`src/rtl/frame_writer.sv`:
```
// frame_writer: captures one RGB888 frame, aligned to start-of-frame, into a
// single-port BRAM as packed RGB444 words, one pixel per clock.
// Optional build macro FRAME_WRITER_DITHER_EN adds 2x2 ordered dither before
// truncation to 4 bits per channel; without it the channel MSBs are kept.
module frame_writer #(
    parameter int H_ACTIVE = 320,
    parameter int V_ACTIVE = 240,
    parameter int ADDR_W   = 17
) (
    input  logic              clk,
    input  logic              rst,
    input  logic              start,
    input  logic              pix_valid,
    input  logic              sof,
    input  logic [7:0]        r_in,
    input  logic [7:0]        g_in,
    input  logic [7:0]        b_in,
    output logic              we,
    output logic [ADDR_W-1:0] addr,
    output logic [11:0]       wdata,
    output logic              busy,
    output logic              done,
    output logic              sync_err
);

    localparam int XW = (H_ACTIVE > 1) ? $clog2(H_ACTIVE) : 1;
    localparam int YW = (V_ACTIVE > 1) ? $clog2(V_ACTIVE) : 1;
    localparam logic [XW-1:0] X_LAST = XW'(H_ACTIVE - 1);
    localparam logic [YW-1:0] Y_LAST = YW'(V_ACTIVE - 1);

    typedef enum logic [1:0] {IDLE, ARMED, WRITE, DONE} state_t;

    state_t            state, state_nxt;
    logic              accept_p0;
    logic              restart_p0;
    logic              last_p0;
    logic [ADDR_W-1:0] addr_cnt;
    logic [XW-1:0]     x_cnt;
    logic [YW-1:0]     y_cnt;
    logic [ADDR_W-1:0] wr_addr_p0;
    logic [XW-1:0]     wr_x_p0;
    logic [YW-1:0]     wr_y_p0;
    logic [11:0]       wdata_p0;
    logic              vld_p1;
    logic [ADDR_W-1:0] addr_p1;
    logic [11:0]       wdata_p1;

`ifdef FRAME_WRITER_DITHER_EN
    // 2x2 ordered-dither offset indexed by the low coordinate bits
    function automatic logic [3:0] dither_off(input logic y0, input logic x0);
        case ({y0, x0})
            2'b00:   dither_off = 4'd0;
            2'b01:   dither_off = 4'd8;
            2'b10:   dither_off = 4'd12;
            default: dither_off = 4'd4;
        endcase
    endfunction

    // add the offset, clamp at 255, keep the top nibble
    function automatic logic [3:0] dither_sat(input logic [7:0] ch, input logic [3:0] off);
        logic [8:0] sum;
        sum = {1'b0, ch} + {5'b0, off};
        dither_sat = sum[8] ? 4'hF : sum[7:4];
    endfunction

    logic [3:0] off_p0;
    assign off_p0   = dither_off(wr_y_p0[0], wr_x_p0[0]);
    assign wdata_p0 = {dither_sat(r_in, off_p0), dither_sat(g_in, off_p0), dither_sat(b_in, off_p0)};
`else
    assign wdata_p0 = {r_in[7:4], g_in[7:4], b_in[7:4]};

    // channel LSBs are discarded by plain truncation
    logic unused_lsbs;
    assign unused_lsbs = ^{r_in[3:0], g_in[3:0], b_in[3:0]};
`endif

    // DONE is still reported busy so busy drops exactly when done rises
    assign busy = (state != IDLE);

    // Next-state logic, pixel acceptance and coordinates of the pixel written
    always_comb begin
        state_nxt  = state;
        accept_p0  = 1'b0;
        restart_p0 = 1'b0;
        case (state)
            IDLE: begin
                if (start) state_nxt = ARMED;
            end
            ARMED: begin
                if (pix_valid && sof) begin
                    accept_p0  = 1'b1;
                    restart_p0 = 1'b1;
                    state_nxt  = WRITE;
                end
            end
            WRITE: begin
                if (pix_valid) begin
                    accept_p0  = 1'b1;
                    restart_p0 = sof;
                end
            end
            DONE: begin
                state_nxt = IDLE;
            end
            default: begin
                state_nxt = IDLE;
            end
        endcase
        // a sof pixel always lands at the origin, whatever the counters hold
        wr_addr_p0 = restart_p0 ? '0 : addr_cnt;
        wr_x_p0    = restart_p0 ? '0 : x_cnt;
        wr_y_p0    = restart_p0 ? '0 : y_cnt;
        last_p0    = (wr_x_p0 == X_LAST) && (wr_y_p0 == Y_LAST);
        if (accept_p0 && last_p0) state_nxt = DONE;
    end

    // State register
    always_ff @(posedge clk) begin
        if (rst) state <= IDLE;
        else     state <= state_nxt;
    end

    // Address and raster counters point at the next expected pixel
    always_ff @(posedge clk) begin
        if (rst) begin
            addr_cnt <= '0;
            x_cnt    <= '0;
            y_cnt    <= '0;
        end else if (accept_p0) begin
            addr_cnt <= last_p0 ? '0 : wr_addr_p0 + ADDR_W'(1);
            if (wr_x_p0 == X_LAST) begin
                x_cnt <= '0;
                y_cnt <= (wr_y_p0 == Y_LAST) ? '0 : wr_y_p0 + YW'(1);
            end else begin
                x_cnt <= wr_x_p0 + XW'(1);
                y_cnt <= wr_y_p0;
            end
        end
    end

    // Stage p0 -> p1: registered BRAM write port
    always_ff @(posedge clk) begin
        if (rst) begin
            vld_p1   <= 1'b0;
            addr_p1  <= '0;
            wdata_p1 <= '0;
        end else begin
            vld_p1 <= accept_p0;
            if (accept_p0) begin
                addr_p1  <= wr_addr_p0;
                wdata_p1 <= wdata_p0;
            end
        end
    end

    assign we    = vld_p1;
    assign addr  = addr_p1;
    assign wdata = wdata_p1;

    // Completion pulse trails the DONE state; sync_err is sticky until a new capture
    always_ff @(posedge clk) begin
        if (rst) begin
            done     <= 1'b0;
            sync_err <= 1'b0;
        end else begin
            done <= (state == DONE);
            if (state == IDLE && start)
                sync_err <= 1'b0;
            else if (state == WRITE && pix_valid && sof)
                sync_err <= 1'b1;
        end
    end

endmodule

```
`config.mk`:
```
export PLATFORM = sky130hd
export DESIGN_NAME = frame_writer
export DESIGN_NICKNAME = d
export VERILOG_FILES = /design/src/rtl/frame_writer.sv
export SDC_FILE = /design/constraint.sdc
export NUM_CORES = 1
export LEC_CHECK = 0
export ABC_CLOCK_PERIOD_IN_PS = 7200
export CORE_MARGIN = 5
export CORE_UTILIZATION = 58
export CTS_BUF_LIST = sky130_fd_sc_hd__clkbuf_8
export DETAILED_ROUTE_END_ITERATION = 8
export GPL_TIMING_DRIVEN = 0
export MAX_ROUTING_LAYER = met4
export PLACE_DENSITY = 0.91
export SLEW_MARGIN = 20
export SYNTH_ARGS = -nofsm -noshare
export SYNTH_HDL_FRONTEND = slang
export SYNTH_SLANG_ARGS = --single-unit
```
`constraint.sdc`:
```
create_clock -name clk -period 7.2 [get_ports clk]
set_input_delay 1.44 -clock clk [delete_from_list [all_inputs] [get_ports clk]]
set_output_delay 1.44 -clock clk [all_outputs]
set_load 0.005 [all_outputs]
```
# Yosys cells after proc, flatten, opt, wreduce, memory -nomap -nowiden
# Cells that the tools add are included.
dict set report totals {
  out_inout_bits 33
  reg_bits 68
  word_cells 46
}
dict set report op_classes {
  n_eq_ne 7
  addsub 3
  mux 16
  reduce_logical 11
}
# op count
set op_table {}
lappend op_table {{17-bit two-way mux} 2}
lappend op_table {{8-bit two-way mux} 3}
lappend op_table {{9-bit two-way mux} 2}
lappend op_table {{17-bit by 1-bit adder with 17-bit output, second input constant} 1}
lappend op_table {{9-bit by 1-bit adder with 9-bit output, second input constant} 1}
lappend op_table {{9-bit equality test, second input constant} 1}
lappend op_table {{8-bit by 1-bit adder with 8-bit output, second input constant} 1}
lappend op_table {{8-bit equality test, second input constant} 1}
lappend op_table {{1-bit logical AND} 6}
lappend op_table {{2-bit two-way mux} 3}
lappend op_table {{3-bit != test, second input constant} 2}
lappend op_table {{2-bit case mux with 3 select lines} 1}
lappend op_table {{2-bit equality test, second input constant} 2}
lappend op_table {{1-bit case mux with 2 select lines} 2}
lappend op_table {{4-bit nonzero test} 1}
lappend op_table {{1-bit two-way mux} 3}
lappend op_table {{3-bit AND reduction} 1}
lappend op_table {{2-bit by 1-bit equality test with 1-bit output, second input constant} 1}
lappend op_table {{2-bit zero test} 1}
lappend op_table {{2-bit nonzero test} 1}
lappend op_table {{2-bit OR reduction} 1}

# Depth between registers and ports, before layout
# Gate-level depths: netlist of run 1.
dict set report logic_depth {
  word_depth 9
  depth_mapped 13
  ltp_nobuf 10
}

# Worst setup path after synthesis of run 1
# No wires, ideal clock.
dict set report synth_path {
  path_kind {input -> register}
  from {in sof}
  to {reg addr_cnt[10]}
  setup_slack_ns 3.668
  t_arrival_ns 3.458
  t_required_ns 7.126
  stages 11
  cell_sequence {o2111ai_4 clkbuf_1 and2_1 ha_1 and3_1 buf_6 and4_1 buf_2 a211o_1 or3_1 o21ai_0}
}
dict set report synth_between {
  elab_chain_cells 7
}
# element line
set synth_rtl {}
lappend synth_rtl {{from (decl)} 14} ;# input logic sof,
lappend synth_rtl {{branches (longest 7 deep; another with 17-bit by 1-bit adder with 17-bit output)} n/a}
lappend synth_rtl {{to (signal assigned)} 130} ;# addr_cnt <= last_p0 ? '0 : wr_addr_p0 + ADDR_W'(1);
lappend synth_rtl {{to (decl)} 37} ;# logic [ADDR_W-1:0] addr_cnt;
# Parallel ways; which one is timed is not known.
# A chain may end at the register's enable or synchronous reset.

# Final worst setup path of run 1
dict set report layout_path {
  from {in sof}
  to {reg y_cnt[7]}
}
dict set report layout_between {
  elab_chain_cells 7
}
# element line
set layout_rtl {}
lappend layout_rtl {{1-bit logical AND} 90} ;# if (pix_valid && sof) begin
lappend layout_rtl {{1-bit two-way mux} 90}
lappend layout_rtl {{1-bit case mux with 2 select lines} 85} ;# case (state)
lappend layout_rtl {{8-bit two-way mux} 112} ;# wr_y_p0 = restart_p0 ? '0 : y_cnt;
lappend layout_rtl {{8-bit by 1-bit adder with 8-bit output or 8-bit equality test (tied branches)} 133} ;# y_cnt <= (wr_y_p0 == Y_LAST) ? '0 : wr_y_p0 + YW'(1);
lappend layout_rtl {{8-bit two-way mux} 133}
lappend layout_rtl {{8-bit two-way mux} 131} ;# if (wr_x_p0 == X_LAST) begin
lappend layout_rtl {{to (signal assigned)} 133}
lappend layout_rtl {{to (signal assigned)} 136} ;# y_cnt <= wr_y_p0;
lappend layout_rtl {{to (decl)} 39} ;# logic [YW-1:0] y_cnt;
# Parallel ways exist; a longest one is shown, timed or not.

==> metrics.yaml, run 1 <==
run_status:
  status: "complete, no violations"
worst_setup_path:
  rr_endpoint: "y_cnt[7]"
  r2r_cells: 13
  rr_startpoint: "state[0]"
  path_class: "in2reg"
  crit_required_ps: 7470
  crit_path_end_kind: "register"
  cp.arrival_ps: 4660
  rrSetupSlack_ps: 3650
  crit_path_max_fanout: 10
  crit_path_start_kind: "input port"
die:
  die-area_sq_mm: 0.00720
  coreArea_sq_mm: 0.00547
  dieHeight_um: 84.9
  row_count: 27
  start_util_pct: 59.4
  ios: 62
  fp.dieW_um: 84.9
clocking:
  cts_tree: "built"
  cts.clk_slew.worst_paths_ps: 80
  hold_buffers: 0
  cts_buffer_depth: 2
  post_cts_buffers: 0
  clkLatencyLatePin_ps: 350
  cts_resized: 0
  htree_levels: 3
  cts_made_buffers: 9
  cts_sinks: 68
  clockRootBuffer: "clkbuf_8"
global_routing:
  grt_pass1_wl_um: 15500
  grt_overflow: 0
  grt_max_degree: 13
  antenna_found_initial: 0
  grtUsageTotal_pct: 27.6
  grt_pass1_vias: 3339
synth:
  ys_seq_area_share_pct: 41.9
  syn_nets: 432
  ys.flop_type: "dfxtp_1"
  synth-edff-count: 0
  synth_seq_cells: 68
  yosysTopAreaCellShare_pct: 41.9
  async_reset_ff_share_pct: 0
  syn_inst: 396
  netlist_area_sq_mm: 0.00325
  avgSynthCellArea_sq_um: 8.21
  synth_top_cell_by_area: "dfxtp_1"
  synth_area_leaders: "dfxtp_1 42%, nand2_1 6.9%, a21oi_1 6.0%"
  ys_warn_count: 0
  synth.distinct_cells: 53
finish:
  nets: 492
  drive_gt1_share_pct: 7.38
  area_growth_pct: 25.2
  num_antenna_cells: 0
  final_cell_mix: "68 x dfxtp_1, 60 x nand2_1, 49 x clkdlybuf4s50_1, 39 x a21oi_1, 30 x nor2_1"
  layout_commonest_cell: "dfxtp_1"
  final_util_pct: 74.4
  design_area_sq_mm: 0.00407
  fill_cells: 400
min_path:
  min_to: "wdata[7]"
  hold_depth: 2
  hp-class: "reg2reg"
  hold_start: "wdata[7]"
placed_design:
  placedInstanceArea_sq_mm: 0.00383
  io_buffers: 49
  dp_hpwl_um: 6410
  gp_congestion: 0.938
routing:
  drtIter0Drc: 277
  drt_pass1_iterations: 5
  finalWirelength_um: 9320
  via_per_inst: 6.30
  post_drt_wl_per_cell_um: 17.5
  drc: 0
  ant_nets: 0
  dr_total_vias: 3356
pwr:
  vdd_drop_max_uv: 113
  p_per_area_mw_per_mm2: 219
  total_power_mw: 0.893
  leakage_nw: 1.39
sta:
  rsz0062_at_grt: "false"
  fin_tns_setup_ps: 0
  tightest_slew_ps: 701
  period_needed_ps: 4390
  hold_viol_final: 0
  fin_worst_skew_ps: 10.4
  max_freq_mhz: 228
  slew_headroom_pct: 53.1
  finalMaxSlewViolations: 0
  finalSetupViolCount: 0
  post-route-period-util_pct: 61.0
run:
  timing.max_cap.violations: 0
Yosys cell counts (all sizes together) (9+ instances only):
cell / n
dfxtp: 68
nand2: 60
a21oi: 40
nor2: 30
o21ai: 30
a22oi: 15
nand3: 15
a31oi: 13
clkbuf: 13
buf: 11
nand4: 10
and2: 9
through the flow:
stage	instances	hold slack, ps	setup WS [ps]
floorplan	396	447	3670
detailed placement	517	446	2610
global route	533	477	2680
global placement	517	442	2710
finish	533	458	2810
CTS	533	458	2940
critical path: stages:
cell             delay (ps)
clkdlybuf4s50_1         640
o2111ai_4               260
clkbuf_1                270
and2_1                  220
ha_1                    210
and3_1                  200
buf_6                   130
and4_1                  140
buf_2                   200
a211oi_4                480
a41oi_1                 240
a31oi_1                 210
sequential cells by signal, summed over array words and instances, names as in the netlist:
register,cells
x_cnt,9
addr,17
sync_err,1
done,1
y_cnt,8
we,1
wdata,12
state,2
addr_cnt,17
logic make-up (layout without fill, tap and decap cells):
family	Yosys count	in the layout	share of synthesized area, %
flip-flops	68	68	41.9
buffers and inverters	31	96	4.35
multiplexers	1	1	0.308
XOR/XNOR	3	3	0.808
adder cells (fa/ha/maj)	7	7	2.69
AO/OA/AOI/OAI	121	121	24.5
AND/OR/NAND/NOR	165	165	25.5
report_power, final:
| part | switching, mW | leakage (nW) | total, mW | internal (mW) |
|---|---|---|---|---|
| logic | 0.0730 | 0.719 | 0.121 | 0.0482 |
| clock network | 0.154 | 0.121 | 0.383 | 0.229 |
| registers | 0.00591 | 0.548 | 0.389 | 0.383 |
| total | 0.233 | 1.39 | 0.893 | 0.661 |
how the worst max path moves through the flow:
stage | from | to | slack, ps | cells after the start
4_1_cts | sof | y_cnt[7] | 2940 | 12
3_3_place_gp | sof | addr_cnt[4] | 2710 | 12
5_1_grt | sof | y_cnt[7] | 2680 | 12
2_1_floorplan | sof | addr_cnt[10] | 3670 | 11
3_5_place_dp | sof | y_cnt[7] | 2610 | 12
6_report | sof | y_cnt[7] | 2810 | 12
per-layer routing:
layer,wire (um),vias up,part of all wire (%),global-route usage (%)
li1,-,1561,-,-
met1,3730,1603,40,31.5
met2,4580,142,49,45.1
met3,523,50,5.6,4.17
met4,488,0,5.2,17.8
met5,0,-,0,-
final cells by class:
type | instances | area, sq um | share of cell area (%)
clock inverters | 7 | 115 | 2.83
well taps | 72 | 90.1 | 2.21
plain buffers | 24 | 115 | 2.83
multi-input cells | 297 | 1750 | 42.9
inverters | 7 | 26.3 | 0.646
flip-flops and latches | 68 | 1360 | 33.4
clock buffers | 9 | 124 | 3.04
repair buffers | 49 | 490 | 12.1
Note: power is estimated with default switching activity, not from simulation.
==> inputs of run 2 (changes only) <==
--- a/config.mk
+++ b/config.mk
@@ -5,14 +5,14 @@
 export SDC_FILE = /design/constraint.sdc
 export NUM_CORES = 1
 export LEC_CHECK = 0
-export ABC_CLOCK_PERIOD_IN_PS = 7200
+export ABC_CLOCK_PERIOD_IN_PS = 4200
 export CORE_MARGIN = 5
-export CORE_UTILIZATION = 58
+export CORE_UTILIZATION = 54
 export CTS_BUF_LIST = sky130_fd_sc_hd__clkbuf_8
 export DETAILED_ROUTE_END_ITERATION = 8
 export GPL_TIMING_DRIVEN = 0
 export MAX_ROUTING_LAYER = met4
-export PLACE_DENSITY = 0.91
+export PLACE_DENSITY = 0.86
 export SLEW_MARGIN = 20
 export SYNTH_ARGS = -nofsm -noshare
 export SYNTH_HDL_FRONTEND = slang
==> constraint.sdc (replaced) <==
create_clock -name clk -period 4.2 [get_ports clk]
set_input_delay 0.84 -clock clk [delete_from_list [all_inputs] [get_ports clk]]
set_output_delay 0.84 -clock clk [all_outputs]
set_load 0.005 [all_outputs]
==> run 2 against run 1 <==
Compared with the run above: non-clock buffer count stayed put; count of clock-buffer cells in the layout stayed put; clock power rose by 55%; wire length decreased by 5.1%; largest cell class unchanged; worst hold slack gained 1.5 ps; core utilization is 5.6 points lower.
==> metrics.yaml, run 2 (same netlist as run 1, synthesis figures left out) <==
clocking:
  cts_sinks: 68
  post_cts_buffers: 0
  cts_resized: 0
  cts.clk_slew.worst_paths_ps: 80
  clkLatencyLatePin_ps: 350
  htree_levels: 3
  cts_tree: "built"
  hold_buffers: 0
  clockRootBuffer: "clkbuf_8"
  cts_buffer_depth: 2
  cts_made_buffers: 9
sta:
  finalSetupViolCount: 0
  slew_headroom_pct: 54.2
  period_needed_ps: 3640
  tightest_slew_ps: 685
  rsz0062_at_grt: "false"
  finalMaxSlewViolations: 0
  fin_tns_setup_ps: 0
  max_freq_mhz: 275
  hold_viol_final: 0
  fin_worst_skew_ps: 7.58
  post-route-period-util_pct: 86.6
  setup_ws_ps: 564
finish:
  area_growth_pct: 24.5
  finalNonFillerCells: 535
  final_cell_mix: "68 x dfxtp_1, 60 x nand2_1, 49 x clkdlybuf4s50_1, 39 x a21oi_1, 30 x nor2_1"
  design_area_sq_mm: 0.00405
  nets: 492
  layout_commonest_cell: "dfxtp_1"
  drive_gt1_share_pct: 7.39
  num_antenna_cells: 0
global_routing:
  grt_max_degree: 13
  grtUsageTotal_pct: 25.2
  grt_pass1_vias: 3137
  antenna_found_initial: 0
  grt_pass1_wl_um: 14700
  grt_overflow: 0
pwr:
  switchingPower_mw: 0.394
  total_power_mw: 1.47
  p_per_area_mw_per_mm2: 362
  combinationalPowerShare_pct: 14.1
  vdd_drop_max_uv: 221
  seq_power_share_pct: 45.4
  switching_share_pct: 26.9
  p_clk_share_pct: 40.5
  internal_power_mw: 1.07
  leakage_nw: 1.37
die:
  fp.dieW_um: 87.6
  row_count: 28
  die-area_sq_mm: 0.00767
  dieHeight_um: 87.6
  start_util_pct: 55.2
  coreArea_sq_mm: 0.00589
  ios: 62
worst_setup_path:
  cp.arrival_ps: 3910
  crit_required_ps: 4480
  crit_path_max_fanout: 10
  path_class: "in2reg"
  crit_path_start_kind: "input port"
  crit_path_end_kind: "register"
placed_design:
  placedInstanceArea_sq_mm: 0.00383
  dp_hpwl_um: 6420
  dpl.cell_count: 520
  gp_congestion: 0.908
  io_buffers: 49
  place_ws_ps: 226
run_status:
  status: "complete, no violations"
routing:
  drtIter0Drc: 289
  drt_pass1_iterations: 5
  ant_nets: 0
  dr_total_vias: 3184
  drc: 0
  finalWirelength_um: 8850
  post_drt_wl_per_cell_um: 16.5
  via_per_inst: 5.95
run:
  timing.max_cap.violations: 0
min_path:
  hp-class: "reg2reg"
-- run 2: changes by cell type in the layout (fill, tap and decap cells not counted) --
cell	previous run	this run
inv_1	8	7
bufinv_16	3	2
clkinvlp_4	1	2
-- run 2: layout make-up --
cell class / instances / area, sq um
timing repair buffer: 49 / 490
clock buffer: 9 / 124
sequential: 68 / 1360
buffer: 24 / 115
clock inverter: 6 / 88.8
inverter: 7 / 26.3
multi-input combinational: 297 / 1750
fill: 457 / 1840
tap: 75 / 93.8
-- run 2: power groups by stage --
stage / registers, mW / logic [mW] / clock network (mW)
detailed placement: 0.681 / 0.204 / 0
finish: 0.666 / 0.206 / 0.593
global placement: 0.680 / 0.195 / 0
global route: 0.668 / 0.226 / 0.624
floorplan: 0.680 / 0.127 / 0
CTS: 0.666 / 0.205 / 0.599
-- run 2: worst paths after layout --
check        slack, ps        to     start  cells past startpoint
max                560  y_cnt[7]       sof                     12
min                460  wdata[5]  wdata[5]                      2
max reg2reg        830  y_cnt[7]  state[0]                     13
min reg2reg        460  wdata[5]  wdata[5]                      2
-- run 2: metrics by stage --
stage                     hold WS (ps)  utilization, %
after floorplan                    447               -
after global placement             442            65.2
after detailed placement           446            65.2
after CTS                          460            68.8
after global routing               480            68.8
final                              459            68.8
-- run 2: critical path: stages --
cell             delay [ps]
clkdlybuf4s50_1         650
o2111ai_4               250
clkbuf_1                270
and2_1                  220
ha_1                    210
and3_1                  200
buf_6                   130
and4_1                  130
buf_2                   200
a211oi_4                440
a41oi_1                 190
a31oi_1                 190
-- run 2: per-layer routing --
layer  GRT usage (%)  up-vias  part of all wire, %
met1            29.4     1491                   41
met5               -        -                    0
li1                -     1559                    -
met4            11.3        0                  2.8
met2            41.2      113                   50
met3            5.64       21                  6.5
